<file path="src/rtl/obi_sram_pkg.sv">
// Shared definitions for the pipelined OBI SRAM subordinate: response payload,
// word geometry for the default 32-bit configuration, and the address range check.
package obi_sram_pkg;

    localparam int unsigned OBI_DATA_WIDTH   = 32;
    localparam int unsigned BYTES_PER_WORD   = OBI_DATA_WIDTH / 8;
    localparam int unsigned WORD_OFFSET_BITS = $clog2(BYTES_PER_WORD);

    typedef struct packed {
        logic [OBI_DATA_WIDTH-1:0] rdata;
        logic                      err;
    } obi_rsp_t;

    // Subtract-then-compare so base + span never has to be representable.
    function automatic logic in_range(input logic [63:0] addr,
                                      input logic [63:0] base,
                                      input logic [63:0] span);
        return (addr >= base) && ((addr - base) < span);
    endfunction

endpackage

</file>
<file path="src/rtl/obi_rsp_fifo.sv">
// In-order response queue with synchronous reset; payload type supplied by the user.
module obi_rsp_fifo #(
    parameter int unsigned DEPTH = 2,
    parameter type         T     = logic
) (
    input  logic                         clk_i,
    input  logic                         reset_i,
    input  logic                         push,
    input  logic                         pop,
    input  T                             wdata,
    output T                             rdata,
    output logic                         full,
    output logic                         empty,
    output logic [$clog2(DEPTH+1)-1:0]   count
);

    localparam int unsigned PTR_WIDTH = (DEPTH > 1) ? $clog2(DEPTH) : 1;
    localparam int unsigned CNT_WIDTH = $clog2(DEPTH + 1);

    T                     store [DEPTH];
    logic [PTR_WIDTH-1:0] wptr;
    logic [PTR_WIDTH-1:0] rptr;

    function automatic logic [PTR_WIDTH-1:0] bump(input logic [PTR_WIDTH-1:0] p);
        return (p == PTR_WIDTH'(DEPTH - 1)) ? '0 : p + PTR_WIDTH'(1);
    endfunction

    always_ff @(posedge clk_i) begin
        if (push) begin
            store[wptr] <= wdata;
        end
    end

    always_ff @(posedge clk_i) begin
        if (reset_i) begin
            wptr  <= '0;
            rptr  <= '0;
            count <= '0;
        end else begin
            if (push) begin
                wptr <= bump(wptr);
            end
            if (pop) begin
                rptr <= bump(rptr);
            end
            count <= count + CNT_WIDTH'(push) - CNT_WIDTH'(pop);
        end
    end

    assign rdata = store[rptr];
    assign full  = (count == CNT_WIDTH'(DEPTH));
    assign empty = (count == '0);

endmodule

</file>
<file path="src/rtl/obi_sram_slave_pl.sv">
// Pipelined OBI subordinate over a byte-masked word SRAM with range errors and
// up to RSP_DEPTH outstanding responses (S1 stage plus in-order response FIFO).
module obi_sram_slave_pl
    import obi_sram_pkg::*;
#(
    parameter int unsigned ADDR_WIDTH = 32,
    parameter int unsigned DATA_WIDTH = 32,
    parameter int unsigned MEM_DEPTH  = 64,
    parameter logic [63:0] BASE_ADDR  = 64'h0,
    parameter int unsigned RSP_DEPTH  = 2
) (
    input  logic                    clk_i,
    input  logic                    reset_i,
    input  logic                    obi_req_i,
    output logic                    obi_gnt_o,
    input  logic [ADDR_WIDTH-1:0]   obi_addr_i,
    input  logic                    obi_we_i,
    input  logic [DATA_WIDTH/8-1:0] obi_be_i,
    input  logic [DATA_WIDTH-1:0]   obi_wdata_i,
    output logic                    obi_rvalid_o,
    input  logic                    obi_rready_i,
    output logic [DATA_WIDTH-1:0]   obi_rdata_o,
    output logic                    obi_err_o
);

    localparam int unsigned BYTES       = DATA_WIDTH / 8;
    localparam int unsigned OFFSET_BITS = $clog2(BYTES);
    localparam int unsigned INDEX_WIDTH = $clog2(MEM_DEPTH);
    localparam int unsigned CNT_WIDTH   = $clog2(RSP_DEPTH + 1);
    localparam logic [63:0] SPAN        = 64'(MEM_DEPTH) * 64'(BYTES);

    typedef struct packed {
        logic [DATA_WIDTH-1:0] rdata;
        logic                  err;
    } rsp_t;

    logic [DATA_WIDTH-1:0]  mem [MEM_DEPTH];
    logic [DATA_WIDTH-1:0]  mem_rdata;
    logic [ADDR_WIDTH-1:0]  offset;
    logic [INDEX_WIDTH-1:0] index;
    logic                   hit;
    logic                   accept;
    logic                   retire;
    logic                   gnt;
    logic                   s1_valid;
    logic                   s1_err;
    logic                   s1_rd;
    logic                   push;
    logic                   pop;
    logic                   fifo_full;
    logic                   fifo_empty;
    logic [CNT_WIDTH-1:0]   fifo_count;
    logic [CNT_WIDTH-1:0]   outstanding;
    logic [CNT_WIDTH-1:0]   outstanding_next;
    rsp_t                   s1_rsp;
    rsp_t                   head;
    rsp_t                   rsp;

    assign hit    = in_range(64'(obi_addr_i), BASE_ADDR, SPAN);
    assign offset = obi_addr_i - ADDR_WIDTH'(BASE_ADDR);
    assign index  = INDEX_WIDTH'(offset >> OFFSET_BITS);
    assign accept = obi_req_i && gnt;
    assign retire = obi_rvalid_o && obi_rready_i;

    // Writes commit at the accept edge, so a read accepted next sees the new word.
    always_ff @(posedge clk_i) begin
        if (accept && hit) begin
            if (obi_we_i) begin
                for (int unsigned b = 0; b < BYTES; b++) begin
                    if (obi_be_i[b]) begin
                        mem[index][8*b +: 8] <= obi_wdata_i[8*b +: 8];
                    end
                end
            end else begin
                mem_rdata <= mem[index];
            end
        end
    end

    assign outstanding      = CNT_WIDTH'(s1_valid) + fifo_count;
    assign outstanding_next = outstanding + CNT_WIDTH'(accept) - CNT_WIDTH'(retire);

    // S1 lives exactly one cycle: it either retires directly or moves into the FIFO.
    always_ff @(posedge clk_i) begin
        if (reset_i) begin
            s1_valid <= 1'b0;
            s1_err   <= 1'b0;
            s1_rd    <= 1'b0;
            gnt      <= 1'b1;
        end else begin
            s1_valid <= accept;
            s1_err   <= accept && !hit;
            s1_rd    <= accept && hit && !obi_we_i;
            gnt      <= (outstanding_next < CNT_WIDTH'(RSP_DEPTH));
        end
    end

    assign s1_rsp.rdata = s1_rd ? mem_rdata : '0;
    assign s1_rsp.err   = s1_err;
    assign push         = s1_valid && !(fifo_empty && obi_rready_i);
    assign pop          = retire && !fifo_empty;
    assign rsp          = fifo_empty ? s1_rsp : head;

    obi_rsp_fifo #(
        .DEPTH (RSP_DEPTH),
        .T     (rsp_t)
    ) u_rsp_fifo (
        .clk_i   (clk_i),
        .reset_i (reset_i),
        .push    (push),
        .pop     (pop),
        .wdata   (s1_rsp),
        .rdata   (head),
        .full    (fifo_full),
        .empty   (fifo_empty),
        .count   (fifo_count)
    );

    assign obi_gnt_o    = gnt;
    assign obi_rvalid_o = s1_valid || !fifo_empty;
    assign obi_rdata_o  = rsp.rdata;
    assign obi_err_o    = rsp.err;

    a_no_accept_when_full: assert property (@(posedge clk_i) disable iff (reset_i)
        !(accept && (outstanding == CNT_WIDTH'(RSP_DEPTH))));

    a_fifo_no_overflow: assert property (@(posedge clk_i) disable iff (reset_i)
        !(push && fifo_full && !pop));

    a_stable_when_stalled: assert property (@(posedge clk_i) disable iff (reset_i)
        (obi_rvalid_o && !obi_rready_i) |=>
            (obi_rvalid_o && $stable(obi_rdata_o) && $stable(obi_err_o)));

    a_no_x_handshake: assert property (@(posedge clk_i)
        !reset_i |-> !$isunknown({obi_rvalid_o, obi_gnt_o}));

endmodule

</file>
<file path="config.mk">
export PLATFORM = sky130hd
export DESIGN_NAME = obi_sram_slave_pl
export DESIGN_NICKNAME = d
export VERILOG_FILES = /design/src/rtl/obi_sram_pkg.sv /design/src/rtl/obi_rsp_fifo.sv /design/src/rtl/obi_sram_slave_pl.sv
export SDC_FILE = /design/constraint.sdc
export NUM_CORES = 2
export LEC_CHECK = 0
export BUFFER_PORTS_ARGS = -buffer_cell sky130_fd_sc_hd__buf_2
export CAP_MARGIN = 25
export CORE_ASPECT_RATIO = 1.1
export CORE_UTILIZATION = 56
export DETAILED_ROUTE_END_ITERATION = 10
export PLACE_DENSITY = 0.72
export SLEW_MARGIN = 5
export SYNTH_ARGS = -nofsm -noshare
export SYNTH_HDL_FRONTEND = slang
export SYNTH_SLANG_ARGS = --single-unit
</file>
<file path="constraint.sdc">
create_clock -name clk_i -period 6.1 [get_ports clk_i]
set_input_delay 1.22 -clock clk_i [delete_from_list [all_inputs] [get_ports clk_i]]
set_output_delay 1.22 -clock clk_i [all_outputs]
set_load 0.005 [all_outputs]
</file>
==> metrics.md <==
| Metric | Value |
|---|---|
| Die ar. | `149100 µm²` |
| CP Class | `primary input to register` |
| Slew HR | `20.36%` |
| CTS Hold Buffers Added | `0` |
| CTS Root Cell | `clkbuf_16` |
| Synth top area cells | `edfxtp_1 78%, a221oi_1 3.5%, a22oi_1 3.5%` |
| CP max FO | `21` |
| Antenna violations before repair | `19` |
| Fin nets | `5159` |
| Total Power | `0.03042 W` |
| Post-Synthesis Cells | `4907` |
| Final setup TNS | `0 ns` |
| Final worst setup slack | `1.954 ns` |
| CTS tree | `done` |
| Most common flop cell mapped by yosys | `edfxtp_1` |
| Final worst path period share | `67.97%` |
| Power Dens Cells | `approximately 330 nW/µm²` |
| Synth warnings | `0` |
| Async SR Flop Fraction | `0%` |
| GR peak layer | `met2` |
| Ports | `108` |
| Status | `completed` |
| Latest clock arrival within the worst-skew pair | `0.85 ns` |
| Number of library cell types mapped by synthesis | `between 50 and 60` |
| EDFF count, synth | `2146` |
| Critical path's slowest cell | `nor3_1` |
| Sequential area share after synthesis | `78.22%` |
| Pre-antenna DRT Iters | `6` |
| I/O Buffers | `roughly 110` |
| Syn nets | `4984` |
| Core Rows | `between 100 and 150` |
| First-pass GRT wire length | `333.2 mm` |
| Clk buf depth | `3` |
| Total number of vias | `49640` |
| Drt initial violations | `7850` |
| Maxcap violations | `0` |
| Dominant cell type by area after synthesis | `edfxtp_1` |
| Initial Utilization | `between 50% and 60%` |
| H-tree depth | `4` |
| WP data arrival | `4.60 ns` |
| Critical Path Source Type | `primary input` |
| Layout cells sized above 1 | `around 15%` |
| Hold Crit Class | `register to register` |
| Post-cts sizing count | `0` |
| Final HPWL DP | `roughly 150 mm` |
| Mean post-synth cell area | `16.84 µm²` |
| Overall global routing resource usage | `31.32%` |
| Die width | `368.2 µm` |
| Setup crit end kind | `register` |
| Commonest cells in the netlist | `2146 x edfxtp_1, 415 x nor2_1, 386 x a22oi_1` |
| Least-Margin Pin Slew | `1.190 ns` |
| Max Transition Viols Final | `0` |
| CP max stage delay | `0.96 ns` |
| Lkg Pwr | `28.83 nW` |
| Layout area overhead | `12.05%` |
| CP Data Required Time | `6.56 ns` |
| Core area | `146200 µm²` |
| Grt ovf | `0` |
| Global placer's final weighted congestion | `just over 0.9` |
| Max Clk Rate | `241.2 MHz` |
| Via/cell ratio | `6.903` |
| Post-Syn Area | `82620 µm²` |
| Met1 Use GR | `around 41%` |
| Pre-CTS WS | `between 1 and 1.5 ns` |
| CP Cell Sequence | `buf_8, clkinv_2, nor3_1, nand2_1, nor2_1` |
| Die Ht | `404.8 µm` |
| Drt drc | `0` |
| Final hold viol count | `0` |
| Worst VDD drop | `around 0.25 mV` |
| Min Tclk post-route | `between 4 and 5 ns` |
| Most common cell in the netlist | `edfxtp_1` |
| Synth Register Bits | `2155` |
| DRT antenna net count | `0` |
| Clk slew on worst S/H paths | `0.06 ns` |
| CTS Buf Count | `approximately 200` |
| Final setup vio count | `0` |
| Met3 GRT Util | `between 9 and 10%` |
| M2 GR Usage | `about 48%` |
| Fill cell count | `9932` |
| Post-CTS setup buffers | `0` |
| Post-layout util | `63.31%` |
| Final wirelength | `around 230 mm` |
| WL per Instance | `32.64 µm` |
| CTS Sinks | `2155` |
| Hold_ws | `approximately 0.48 ns` |
| Largest net degree at the start of global routing | `100` |
| Post-synth top area share | `78.00%` |
| Worst Clk Skew | `0.03448 ns` |
| Vias in the first global route | `47250` |
| RSZ-0062 raised after global routing | `no` |
## through the flow
stage	instances	area [µm²]
2_1_floorplan	4907	82620
3_3_place_gp	6806	85970
3_5_place_dp	6813	86090
4_1_cts	7173	92440
5_1_grt	7180	92550
6_report	7191	92570
## final timing paths
path / startpoint / end / slack (ns) / cells past startpoint
hold reg to reg: s1_err$_SDFF_PP0_ / u_rsp_fifo.store[0][0]$_DFFE_PP_ / 0.48 / 0
setup reg to reg: obi_gnt_o$_SDFF_PP1_ / mem[24][27]$_DFFE_PP_ / 3.01 / 4
hold / removal: s1_err$_SDFF_PP0_ / u_rsp_fifo.store[0][0]$_DFFE_PP_ / 0.48 / 0
setup / recovery: obi_addr_i[4] / mem[52][11]$_DFFE_PP_ / 1.95 / 5
## report_power, final
| part | internal [W] | switching [W] |
|---|---|---|
| clock | 0.00678 | 0.00542 |
| combinational | 0.000557 | 0.00131 |
| sequential | 0.0163 | 0.0000189 |
| total | 0.0237 | 0.00676 |
## registers in the layout, summed over array words and instances, names as in the netlist, named ones only
signal / count
s1_rd: 1
s1_valid: 1
s1_err: 1
u_rsp_fifo.store: 66
u_rsp_fifo.count: 2
mem_rdata: 32
u_rsp_fifo.rptr: 1
obi_gnt_o: 1
u_rsp_fifo.wptr: 1
mem: 2048
## worst max-delay path, delay by kind of cell
kind / cells / cell delay (ns)
simple gates: 3 / 2.70
buf+inv: 2 / 0.64
## cell usage in the layout (no fill, tap or decap), types with 8 or more instances in the layout
master,instances
clkbuf_1,33
nand4_1,16
a221oi_1,334
dfxtp_1,8
nand2_1,125
bufinv_16,18
mux4_2,39
clkbuf_16,200
and2_1,36
clkinvlp_4,12
and3_1,17
edfxtp_1,2146
or4_1,16
nor4_1,34
buf_4,223
o221ai_1,17
diode_2,12
o21ai_0,145
a21oi_1,136
a22oi_1,386
o22ai_1,174
o32ai_1,19
a221o_1,15
nor2_1,410
clkinv_2,30
nor3_1,92
clkinv_1,53
mux2i_1,193
buf_12,23
mux2_2,59
a211oi_1,17
buf_2,102
## metal layers
metal  wire length [µm]  up-vias
li1                   -    20460
met1              82320    24890
met2             107500     3627
met3              30780      651
met4              14050       10
met5                 55        -
## logic make-up after synthesis
group | after synthesis | share of synthesized area, %
flip-flops | 2155 | 78.22
AO/OA/AOI/OAI | 1266 | 11.04
AND/OR/NAND/NOR | 800 | 4.310
buffers and inverters | 384 | 2.081
multiplexers | 292 | 4.224
XOR/XNOR | 6 | 0.06361
adder cells (fa/ha/maj) | 4 | 0.06058
## layout make-up
class / instances / area (µm²) / share of cell area (%)
inverters: 7 / 33.78 / 0.03649
well taps: 1937 / 2424 / 2.618
clock buffers: 233 / 5129 / 5.540
flip-flops and latches: 2155 / 64620 / 69.81
repair buffers: 352 / 2701 / 2.918
multi-input cells: 2368 / 16420 / 17.74
diodes: 12 / 30.03 / 0.03244
clock inverters: 127 / 1215 / 1.312
Note: power is estimated with default switching activity, not from simulation.
